## config.mk

```make
export PLATFORM = sky130hd
export DESIGN_NAME = serial_mpy_param
export DESIGN_NICKNAME = d
export VERILOG_FILES = /design/src/rtl/serial_mpy_param.sv
export SDC_FILE = /design/constraint.sdc
export NUM_CORES = 1
export LEC_CHECK = 0
export ABC_AREA = 0
export BUFFER_PORTS_ARGS = -buffer_cell sky130_fd_sc_hd__buf_2
export CORE_MARGIN = 2
export CORE_UTILIZATION = 43
export CTS_CLUSTER_SIZE = 14
export DETAILED_ROUTE_END_ITERATION = 10
export PLACE_DENSITY = 0.7
export SYNTH_ARGS = -nofsm -noshare
export SYNTH_HDL_FRONTEND = slang
export SYNTH_SLANG_ARGS = --single-unit
```

## constraint.sdc

```tcl
create_clock -name CLK -period 3.26 [get_ports CLK]
set_input_delay 0.163 -clock CLK [delete_from_list [all_inputs] [get_ports CLK]]
set_output_delay 0.163 -clock CLK [all_outputs]
set_load 0.005 [all_outputs]
```

## src/rtl/serial_mpy_param.sv

```systemverilog
// Sequential shift-add multiplier, WIDTH-bit operands, signed or unsigned.
// One product per WIDTH+2 cycles; start/busy/valid handshake.
module serial_mpy_param #(
    parameter int WIDTH = 8
) (
    input  logic               CLK,
    input  logic               RST,
    input  logic               start,
    input  logic               signed_mode,
    input  logic [WIDTH-1:0]   in_a,
    input  logic [WIDTH-1:0]   in_b,
    output logic               busy,
    output logic [2*WIDTH-1:0] Product,
    output logic               Product_Valid
);

    localparam int AW = 2 * WIDTH + 1;
    localparam int CW = $clog2(WIDTH) + 1;

    localparam logic [WIDTH-1:0]   ONE_W   = {{(WIDTH-1){1'b0}}, 1'b1};
    localparam logic [2*WIDTH-1:0] ONE_P   = {{(2*WIDTH-1){1'b0}}, 1'b1};
    localparam logic [CW-1:0]      ONE_C   = {{(CW-1){1'b0}}, 1'b1};
    localparam logic [CW-1:0]      LAST_IT = CW'(WIDTH - 1);

    typedef enum logic [1:0] {
        S_IDLE,
        S_RUN,
        S_FIX
    } state_t;

    state_t state;
    state_t state_nxt;

    logic [AW-1:0]      acc;
    logic [WIDTH-1:0]   mcand;
    logic [CW-1:0]      cnt;
    logic               sign_q;

    logic               a_neg;
    logic               b_neg;
    logic [WIDTH-1:0]   a_mag;
    logic [WIDTH-1:0]   b_mag;
    logic [AW-1:0]      acc_sum;
    logic [AW-1:0]      acc_nxt;
    logic [2*WIDTH-1:0] acc_lo;
    logic [2*WIDTH-1:0] prod_nxt;
    logic               last_iter;

    // Operand magnitudes; -2^(WIDTH-1) wraps to 2^(WIDTH-1), read as unsigned.
    assign a_neg = signed_mode & in_a[WIDTH-1];
    assign b_neg = signed_mode & in_b[WIDTH-1];
    assign a_mag = a_neg ? (~in_a + ONE_W) : in_a;
    assign b_mag = b_neg ? (~in_b + ONE_W) : in_b;

    // The extra accumulator bit keeps the add carry before the shift.
    assign acc_sum = acc + {1'b0, mcand, {WIDTH{1'b0}}};
    assign acc_nxt = acc[0] ? (acc_sum >> 1) : (acc >> 1);

    assign acc_lo    = acc[2*WIDTH-1:0];
    assign prod_nxt  = sign_q ? (~acc_lo + ONE_P) : acc_lo;
    assign last_iter = (cnt == LAST_IT);

    assign busy = (state != S_IDLE);

    always_ff @(posedge CLK) begin
        if (RST) begin
            state <= S_IDLE;
        end else begin
            state <= state_nxt;
        end
    end

    always_comb begin
        state_nxt = state;
        unique case (state)
            S_IDLE: begin
                if (start) begin
                    state_nxt = S_RUN;
                end
            end
            S_RUN: begin
                if (last_iter) begin
                    state_nxt = S_FIX;
                end
            end
            S_FIX: begin
                state_nxt = S_IDLE;
            end
            default: begin
                state_nxt = S_IDLE;
            end
        endcase
    end

    always_ff @(posedge CLK) begin
        if (RST) begin
            acc           <= '0;
            mcand         <= '0;
            cnt           <= '0;
            sign_q        <= 1'b0;
            Product       <= '0;
            Product_Valid <= 1'b0;
        end else begin
            Product_Valid <= 1'b0;
            unique case (state)
                S_IDLE: begin
                    if (start) begin
                        acc    <= {1'b0, {WIDTH{1'b0}}, b_mag};
                        mcand  <= a_mag;
                        cnt    <= '0;
                        sign_q <= signed_mode & (in_a[WIDTH-1] ^ in_b[WIDTH-1]);
                    end
                end
                S_RUN: begin
                    acc <= acc_nxt;
                    cnt <= cnt + ONE_C;
                end
                S_FIX: begin
                    Product       <= prod_nxt;
                    Product_Valid <= 1'b1;
                end
                default: begin
                end
            endcase
        end
    end

endmodule

```

---- Yosys cells after proc, flatten, opt, wreduce, memory -nomap -nowiden ----
Cells that the tools add are included.
word-level totals
  register bits ........................... 49
  latch bits .............................. 0
  RAM bits ................................ 0
  bits in read-only memories .............. 0
  output and inout bits ................... 18
  memories kept ........................... 0
operators by class
  add/sub/neg operators ................... 5
  multiply operators ...................... 0
  divide/modulo/power cells ............... 0
  order comparisons ....................... 0
  equality and inequality tests ........... 5
  shift operators ......................... 0
  mux-type cells .......................... 12
  bitwise gates (word level) .............. 7
  reductions and logical operators ........ 6
operators with widths
  cell                                            number
  case mux 17 bit (2 select lines)                1
  two-way mux 16 bit                              2
  adder 17 x 16 -> 17 bit                         1
  two-way mux 17 bit                              1
  adder 16 x 1 -> 16 bit (second input constant)  1
  adder 8 x 1 -> 8 bit (second input constant)    2
  two-way mux 8 bit                               2
  inverter 16 bit                                 1
  inverter 8 bit                                  2
  case mux 4 bit (2 select lines)                 1
  AND reduction 2 bit                             3
  adder 4 x 1 -> 4 bit (second input constant)    1
  == test 4 x 3 -> 1 bit (second input constant)  1
  two-way mux 2 bit                               2
  two-way mux 4 bit                               1
  inequality test 2 bit (second input constant)   2
  case mux 2 bit (2 select lines)                 1
  nonzero test 2 bit                              2
  bitwise AND 1 bit                               3
  == test 2 x 1 -> 1 bit (second input constant)  1
  == test 2 bit (second input constant)           1
  logical NOT 2 bit                               1
  two-way mux 1 bit                               1
  XOR 1 bit                                       1

---- Logic depth before layout (Yosys ltp) ----
Gate-level depths: netlist of the first run.
  depth after elaboration ................. 5
  gate-level depth with buffers ........... 7
  gate-level depth less buffers ........... 6

---- Worst setup path before layout of the first run ----
Ideal clock, no wire load.
  path kind ............................... register -> register
  start ................................... register acc[12]
  end ..................................... register acc[14]
  library setup time ...................... 0.115 ns
  data arrival time ....................... 1.913 ns
  data required time ...................... 3.145 ns
  slack ................................... 1.231 ns
  cell stages (with the launch flop) ...... 6
  buffers on the path ..................... 0
  clock period less this slack ............ 2.029 ns
  path through ............................ dfxtp_1 > ha_1 > a21o_1 > a31o_2 > or4b_2 > and3_1
between the ends
  word-level cells in the longest chain between the ends .. 3
RTL lines
  item                              RTL line  text
  start, declared                   34        logic [AW-1:0] acc;
  start signal, assigned            108       acc <= {1'b0, {WIDTH{1'b0}}, b_mag};
  start signal, assigned            115       acc <= acc_nxt;
  adder 17 x 16 -> 17 bit           56        assign acc_sum = acc + {1'b0, mcand, {WIDTH{1'b0}}};
  two-way mux 16 bit                57        assign acc_nxt = acc[0] ? (acc_sum >> 1) : (acc >> 1);
  case mux 17 bit (2 select lines)  105       unique case (state)
Every way passes these cells.
A chain may end at the register's enable or synchronous reset.

---- Worst setup path in the final report of the first run ----
  start ................................... register acc[0]
  end ..................................... register Product[12]
between the ends
  word-level cells in the longest chain between the ends .. 3
RTL lines
  item                    RTL line  text
  inverter 16 bit         60        assign prod_nxt = sign_q ? (~acc_lo + ONE_P) : acc_lo;
  adder 16 x 1 -> 16 bit  60
  two-way mux 16 bit      60
  end signal, assigned    119       Product <= prod_nxt;
  end, declared           13        output logic [2*WIDTH-1:0] Product,
Every way passes these cells.

==> results of run 1 <==
layout make-up:
cell class	count	area share
clock inverters	2	0.0111
multi-input cells	257	0.552
inverters	9	0.0107
flip-flops and latches	48	0.304
well taps	77	0.0305
repair buffers	41	0.0681
clock buffers	6	0.0230
registers in the layout, indices dropped and copies added (netlist names):
signal	count
Product	16
Product_Valid	1
acc	16
cnt	4
mcand	8
sign_q	1
state	2
final timing paths:
check / startpoint / end / slack [ns] / cells after the start
worst max-delay path: acc[0]$_SDFFE_PP0P_ / Product[12]$_SDFFE_PP0P_ / 1.09 / 6
worst min-delay path: in_a[0] / mcand[0]$_SDFFE_PP0P_ / 0.13 / 3
worst max register to register: acc[0]$_SDFFE_PP0P_ / Product[12]$_SDFFE_PP0P_ / 1.09 / 6
worst min register to register: Product[14]$_SDFFE_PP0P_ / Product[14]$_SDFFE_PP0P_ / 0.45 / 2
Yosys cell counts, drive strengths merged, types with 2 or more instances:
cell / number
or4: 6
a222oi: 3
o211ai: 2
a22oi: 7
or2: 2
mux2i: 6
nor3: 7
nand2b: 4
a21o: 3
o21bai: 3
a21oi: 24
or4b: 3
nand2: 20
nor3b: 2
xor2: 14
nor2b: 4
a211oi: 17
nor2: 42
a31oi: 4
a311oi: 4
dfxtp: 48
ha: 12
mux2: 2
o21ai: 10
nand3: 5
nand3b: 3
and3: 5
clkbuf: 20
or3: 6
o31ai: 6
inv: 9
nand4: 2
xnor2: 7
buf: 4
o41ai: 4
logic make-up after synthesis:
logic type               after synthesis  share of synthesized area
buffers and inverters                 33                     0.0492
adder cells (fa/ha/maj)               13                     0.0598
AND/OR/NAND/NOR                      116                      0.210
flip-flops                            48                      0.338
multiplexers                           8                     0.0290
AO/OA/AOI/OAI                         99                      0.249
XOR/XNOR                              21                     0.0646
power breakdown:
part	switching, mW	internal, mW	leakage [nW]	total [mW]
Combinational	0.128	0.0888	0.856	0.217
Clock	0.205	0.228	0.0552	0.433
Sequential	0.0336	0.607	0.390	0.640
Total	0.366	0.924	1.30	1.29
worst register-to-register path, delay by kind of cell, from the launching register on:
| kind | cells | cell delay (ns) |
|---|---|---|
| adder cells (fa/ha/maj) | 1 | 0.21 |
| AND/OR/NAND/NOR | 1 | 0.67 |
| XOR/XNOR | 1 | 0.15 |
| AO/OA/AOI/OAI | 2 | 0.35 |
| flip-flops | 1 | 0.46 |
| buffers and inverters | 1 | 0.21 |
cells in the final DEF (no fill, tap or decap), drive strengths merged, types with 5 or more instances in the layout:
master,count
a211oi,17
a21oi,24
a22oi,7
and3,5
buf,41
clkbuf,6
dfxtp,48
ha,12
inv,9
mux2i,6
nand2,20
nand3,5
nor2,42
nor3,7
o21ai,10
o31ai,6
or3,6
or4,6
xnor2,7
xor2,14
per-stage QoR:
step | instances | instance area [sq um] | power [mW]
5_1_grt | 440 | 3160 | 1.36
6_report | 440 | 3160 | 1.29
2_1_floorplan | 338 | 2850 | 0.812
4_1_cts | 440 | 3160 | 1.30
3_3_place_gp | 432 | 3050 | 0.864
3_5_place_dp | 432 | 3050 | 0.870
metal layers:
| metal | GRT usage | vias up |
|---|---|---|
| met5 | 0 | - |
| met4 | 0.0664 | 0 |
| met3 | 0.0360 | 12 |
| met2 | 0.317 | 48 |
| met1 | 0.239 | 1195 |
| li1 | - | 1302 |
==> flow_summary.toml, run 1 <==
[setup_path]
path_buf_inv = 1
arrival_ns = 2.37
setup.worst_path.start_class = "flip-flop"
path_max_fanout = 16
slowest_delay_ns = 0.67
cp-end-kind = "flip-flop"
crit_slowest_cell = "or4b_2"
worstPathRequired_ns = 3.46
criticalPathCategory = "flip-flop to flip-flop"
crit_family = "simple AND/OR/NAND/NOR gates"
path_cells = "inv_1 > ha_1 > or4b_2 > o31ai_1 > xor2_1 > o21ai_0"

[global_route]
grt_use_total = 0.188
grt_pass1_wl_um = 11100
grt_max_degree = 52
grt_pass1_vias = 2368
antenna_found_initial = 0
grt_overflow = 0

[logic_synthesis]
syn_area_sq_mm = 0.00285
syn_avg_cell_area_sq_um = 8.42
synth_top_area_share = 0.338
synth-seq-cells = 48
synth-main-ff-cell = "dfxtp_1"
synth_top_area_cell = "dfxtp_1"
synth_edf_count = 0
syn_nets = 371
synth_top_cells_by_area = "dfxtp_1, nor2_1, ha_1"
async_reset_ff_frac = 0
ys_seq_area_frac = 0.338
yosysUniqueCellTypes = 57
synth_cells = 338
yosys_warnings = 0

[timing]
fin_setup_tns_ns = 0
finalHoldViolCount = 0
worst_pin_slew_ns = 0.904
final-setup-viol-count = 0
worst_hold_slack_ns = 0.130
min_period_ns = 2.17
setup_ws_ns = 1.09
slew_headroom = 0.397
max_freq_ghz = 0.461
rsz0062_at_grt = "false"
skew_ns = 0.00662
slew_violations = 0
finalCritPeriodShare = 0.665

[detailed_routing]
detail_route.wirelength.met1_um = 3150
ant_nets = 0
drt_iter0_drc = 134
finalWirelength_um = 6570
first_pass_iters = 4
via_count = 2557
met2_wirelength_um = 3070
vias_per_cell = 5.81
wire_per_inst_um = 14.9
routed.top_layer = "met4"
wl_met3_um = 234
drc_errors = 0

[placed_design]
post-place-ws_ns = 1.11
dpl.hpwl_um = 4790
port_buffers = 37
gp_congestion = 0.838

[cells_and_area]
layout.nets = 395
drive_gt1_frac = 0.163
num-fill-cells = 652
antenna_cells = 0
syn_to_final_growth_pct = 11.0
seq_area_sq_um = 961
finalCoreUtilization = 0.495
multiInputGateArea_sq_mm = 0.00174

[power_and_ir_drop]
p_per_area_mw_per_mm2 = 408
p_leak_nw = 1.30
ir_worst_vdd_uv = 258

[clock_network]
cts_setup_buffers = 0
cts.sinks = 48
clkTransAtPathRegs_ns = 0.09
clkLatencyLatePin_ns = 0.30
clock-root-buffer = "clkbuf_8"
cts_hold_buf = 0
ctsLongestPathBuffers = 2
tritoncts = "done"
cts.repair.resized = 0
cts_buffers = 5
h-tree-depth = 2

[floorplanning]
dieArea_sq_mm = 0.00728
core-area_sq_mm = 0.00639
dieWidth_um = 85.3
ios = 38
row_count = 29
die_h_um = 85.3
start_util = 0.446

[min_path]
hp-class = "input pin to flip-flop"

[flow_run]
maxCapViolCount = 0

[run_status]
outcome = "completed"
(Power assumes the default switching activity.)
==> run 2, diff against run 1 <==
ABC_AREA = 1   (was 0)
PLACE_DENSITY = 0.73   (was 0.7)
clock period = 1.85 ns   (was 3.26 ns; I/O delays follow)
==> flow_summary.toml, run 2 <==
[timing]
slew_headroom = 0.562
min_period_ns = 1.69
fin_setup_tns_ns = 0
finalCritPeriodShare = 0.913
max_freq_ghz = 0.592
setup_ws_ns = 0.161
worst_pin_slew_ns = 0.656
final-setup-viol-count = 0
slew_violations = 0
finalHoldViolCount = 0
skew_ns = 0.00906
rsz0062_at_grt = "false"

[floorplanning]
start_util = 0.446
core-area_sq_mm = 0.00639
row_count = 29
die_h_um = 85.4
ios = 38
dieWidth_um = 85.4
dieArea_sq_mm = 0.00729

[cells_and_area]
num-fill-cells = 656
layout.nets = 495
finalCoreUtilization = 0.503
multiInputGateArea_sq_mm = 0.00162
instances_no_fill = 540
seq_area_sq_um = 961
antenna_cells = 0
drive_gt1_frac = 0.130
final_common_cell = "nand2_1"
syn_to_final_growth_pct = 12.7
layout_common_cells = "nand2_1, inv_1, dfxtp_1, a21oi_1, nor2_1"
reg_top3 = "Product x16, acc x16, mcand x8"

[placed_design]
port_buffers = 37
post-place-cells = 532
post-place-ws_ns = 0.198
dpl.hpwl_um = 4870
gp_congestion = 0.856

[clock_network]
cts_hold_buf = 0
clock-root-buffer = "clkbuf_8"
clkLatencyLatePin_ns = 0.31
cts_buffers = 5
cts.repair.resized = 0
cts.sinks = 48
cts_setup_buffers = 0
ctsLongestPathBuffers = 2
tritoncts = "done"
clkTransAtPathRegs_ns = 0.09
h-tree-depth = 2

[logic_synthesis]
synth-main-ff-cell = "dfxtp_1"
yosys_warnings = 0
synth_cells = 426
syn_nets = 459
synth_most_common_cell = "nand2_1"
syn_avg_cell_area_sq_um = 6.69
synth_top_cells_by_area = "dfxtp_1, nand2_1, a21oi_1"
synth_common_cells = "nand2_1, inv_1, a21oi_1, dfxtp_1, nor2_1"
yosysUniqueCellTypes = 34
synth_top_area_cell = "dfxtp_1"
syn_area_sq_mm = 0.00285
synth-seq-cells = 48
ys_seq_area_frac = 0.337
async_reset_ff_frac = 0
synth_top_area_share = 0.337
synth_edf_count = 0

[setup_path]
reg2reg_to = "acc[13]$_SDFFE_PP0P_"
path_buf_inv = 0
crit_start = "acc[8]$_SDFFE_PP0P_"
path_max_fanout = 4
cpMostUsedCell = "nand2_1"
path_cells = "ha_1 > fa_1 > nand2_1 > nand3_1 > nand3b_1 > nand2_1 > nand2_1 > nand3_1 > nand2_1 > a21oi_1"
reg2reg_setup_slack_ns = 0.16
cp-end-kind = "flip-flop"
critical_path_cell_count = 10
crit_family = "adder cells"
reg2reg_depth = 10
r2r_start = "acc[8]$_SDFFE_PP0P_"
arrival_ns = 1.87
setup.worst_path.start_class = "flip-flop"
slowest_delay_ns = 0.39
criticalPathCategory = "flip-flop to flip-flop"
cp-endpoint = "acc[13]$_SDFFE_PP0P_"
crit_slowest_cell = "fa_1"
worstPathRequired_ns = 2.04

[detailed_routing]
vias_per_cell = 5.15
ant_nets = 0
wire_per_inst_um = 12.0
finalWirelength_um = 6490
drc_errors = 0
first_pass_iters = 4
drt_iter0_drc = 128
via_count = 2781

[min_path]
hp-class = "input pin to flip-flop"

[power_and_ir_drop]
p_leak_nw = 1.55
ir_worst_vdd_uv = 508
p_per_area_mw_per_mm2 = 716
report.power.total_mw = 2.30

[run_status]
outcome = "completed"

[global_route]
grt_max_degree = 33
grt_pass1_wl_um = 11500
grt_overflow = 0
antenna_found_initial = 0
grt_use_total = 0.191
grt_pass1_vias = 2649

[flow_run]
maxCapViolCount = 0
[run 2: changes by cell type in the layout (fill, tap and decap cells not counted), sizes merged, moves of 6 or more]
cell,change
nand2,+79
inv,+46
o21ai,+26
nand3,+25
a21oi,+24
a211oi,-17
mux2i,-6
o31ai,-6
or3,-6
or4,-6
[run 2: power breakdown]
group	internal (mW)	total (mW)	switching (mW)
clock network	0.402	0.756	0.354
registers	1.07	1.12	0.0503
logic	0.156	0.419	0.263
total	1.63	2.30	0.668
[run 2: logic make-up (layout without fill, tap and decap cells)]
group	Yosys count	after routing	synth area share
AND/OR/NAND/NOR	183	183	0.274
AO/OA/AOI/OAI	102	102	0.196
adder cells (fa/ha/maj)	13	13	0.0597
flip-flops	48	48	0.337
buffers and inverters	68	105	0.0957
XOR/XNOR	12	12	0.0369
[run 2: final cells by class]
cell class / count / area share
clock buffers: 6 / 0.0226
multi-input cells: 310 / 0.504
well taps: 77 / 0.0300
flip-flops and latches: 48 / 0.299
repair buffers: 42 / 0.0693
inverters: 55 / 0.0643
clock inverters: 2 / 0.0109
[run 2: layer usage]
layer	wire length, um	global-route usage
met4	73	0.0534
met3	222	0.0292
met2	3130	0.336
met5	0	0
met1	3070	0.241
[run 2: per-stage QoR]
stage               instance area (sq um)  hold slack, ns
floorplan                            2850           0.233
global placement                     3100           0.366
detailed placement                   3100           0.368
CTS                                  3210          0.0409
global route                         3210          0.0482
finish                               3210          0.0417
[run 2: tightest hold or removal path: cells and delay by family]
kind            cells  cell delay (ns)
compound gates      1             0.05
buf+inv             1             0.10
simple gates        1             0.06
[run 2: how the worst min path moves through the flow]
stage	startpoint	end	slack [ns]	cells after the start
final	in_a[1]	mcand[1]$_SDFFE_PP0P_	0.04	3
after global routing	in_a[1]	mcand[1]$_SDFFE_PP0P_	0.05	3
after CTS	in_a[1]	mcand[1]$_SDFFE_PP0P_	0.04	3
after detailed placement	in_a[1]	mcand[1]$_SDFFE_PP0P_	0.37	3
after global placement	in_a[1]	mcand[1]$_SDFFE_PP0P_	0.37	3
after floorplan	in_a[7]	mcand[7]$_SDFFE_PP0P_	0.23	2
==> run 3, diff against run 2 <==
SETUP_SLACK_MARGIN = 0.2   (was not set)
==> flow_summary.toml, run 3 (synthesis results as in run 2) <==
[floorplanning]
core-area_sq_mm = 0.00639
dieWidth_um = 85.4
ios = 38
die_h_um = 85.4
row_count = 29
start_util = 0.446
dieArea_sq_mm = 0.00729

[detailed_routing]
detail_route.wirelength.met1_um = 3090
first_pass_iters = 4
vias_per_cell = 5.17
finalWirelength_um = 6540
via_count = 2791
drc_errors = 0
wl_met3_um = 211
wire_per_inst_um = 12.1
met2_wirelength_um = 3160
drt_iter0_drc = 153
ant_nets = 0
routed.top_layer = "met4"

[power_and_ir_drop]
switching_share = 0.291
power.switching_mw = 0.672
p_per_area_mw_per_mm2 = 712
ir_worst_vdd_uv = 507
cell_internal_pwr_mw = 1.64
p_leak_nw = 1.55
p_seq_frac = 0.488
report.power.total_mw = 2.31
p_comb_frac = 0.184
p_clk_frac = 0.328

[timing]
setup_ws_ns = 0.291
final-setup-viol-count = 0
skew_ns = 0.00895
finalHoldViolCount = 0
worst_pin_slew_ns = 0.653
finalCritPeriodShare = 0.843
slew_violations = 0
min_period_ns = 1.56
fin_setup_tns_ns = 0
max_freq_ghz = 0.641
rsz0062_at_grt = "true"
slew_headroom = 0.564

[global_route]
grt_pass1_vias = 2652
grt_pass1_wl_um = 11500
grt_overflow = 0
grt_use_total = 0.191
grt_max_degree = 33
antenna_found_initial = 0

[setup_path]
crit_family = "adder cells"
path_buf_inv = 0
setup.worst_path.start_class = "flip-flop"
slowest_delay_ns = 0.35
worstPathRequired_ns = 2.04
cpMostUsedCell = "nand2_1"
crit_slowest_cell = "fa_2"
path_cells = "ha_2 > fa_2 > nand2_2 > nand3_2 > nand3b_1 > nand2_1 > nand2_1 > nand3_1 > nand2_1 > a21oi_1"
arrival_ns = 1.75
path_max_fanout = 4
criticalPathCategory = "flip-flop to flip-flop"
cp-end-kind = "flip-flop"

[cells_and_area]
drive_gt1_frac = 0.149
reg_top3 = "Product x16, acc x16, mcand x8"
layout_common_cells = "nand2_1, inv_1, a21oi_1"
antenna_cells = 0
final_common_cell = "nand2_1"
layout.nets = 495
syn_to_final_growth_pct = 13.8

[run_status]
outcome = "completed"

[clock_network]
cts.sinks = 48
clock-root-buffer = "clkbuf_8"
tritoncts = "done"
ctsLongestPathBuffers = 2
cts_buffers = 5
cts_setup_buffers = 0
clkTransAtPathRegs_ns = 0.09
clkLatencyLatePin_ns = 0.31
h-tree-depth = 2

[placed_design]
gp_congestion = 0.856
dpl.hpwl_um = 4870
post-place-ws_ns = 0.198
port_buffers = 37

[flow_run]
maxCapViolCount = 0

[min_path]
hp-class = "input pin to flip-flop"
[run 3: cell types whose count changed in the layout (fill, tap and decap cells not counted)]
cell	previous run	this run
ha_4	0	1
fa_1	1	0
ha_1	12	10
dfxtp_2	0	4
nand2_2	0	1
nand3_1	30	29
ha_2	0	1
nand3_2	0	1
fa_2	0	1
nand2_1	98	97
dfxtp_1	48	44
[run 3: final timing paths]
kind / startpoint / to / slack, ns / depth (start not counted)
setup reg to reg: acc[8]$_SDFFE_PP0P_ / acc[13]$_SDFFE_PP0P_ / 0.29 / 10
setup / recovery: acc[8]$_SDFFE_PP0P_ / acc[13]$_SDFFE_PP0P_ / 0.29 / 10
hold / removal: in_a[1] / mcand[1]$_SDFFE_PP0P_ / 0.04 / 3
hold reg to reg: cnt[3]$_SDFFE_PP0P_ / cnt[3]$_SDFFE_PP0P_ / 0.47 / 2
[run 3: layout make-up]
type / instances / area, sq um
inverter: 55 / 206
timing repair buffer: 42 / 223
fill: 653 / 3140
clock buffer: 6 / 72.6
clock inverter: 2 / 35.0
tap: 77 / 96.3
multi-input combinational: 310 / 1640
sequential: 48 / 966
[run 3: stage by stage]
step                area [sq um]  hold WS (ns)   util  instances
floorplan                   2850         0.233      -        426
global placement            3100         0.366  0.486        532
detailed placement          3100         0.368  0.486        532
CTS                         3210        0.0409  0.503        540
global route                3240        0.0483  0.508        540
finish                      3240        0.0420  0.508        540
[run 3: metal layers]
layer,global-route usage,vias to the layer above
li1,-,1463
met1,0.241,1278
met2,0.337,43
met3,0.0292,7
met4,0.0534,0
met5,0,-
[run 3: repair_timing]
action	in CTS	in global routing
hold buffers	0	0
endpoints found under the setup margin	2	6
resized for setup	1	8
pin swaps	0	1
[run 3: tightest hold or removal path: stages]
cell and delay, ns:
buf_2 0.10, nand2_1 0.06, a21oi_1 0.05
[run 3: power by group through the flow]
stage / sequential [mW] / clock, mW / combinational [mW]
floorplan: 1.13 / 0 / 0.324
global placement: 1.15 / 0 / 0.411
detailed placement: 1.15 / 0 / 0.418
CTS: 1.12 / 0.771 / 0.421
global route: 1.13 / 0.802 / 0.492
finish: 1.13 / 0.758 / 0.425
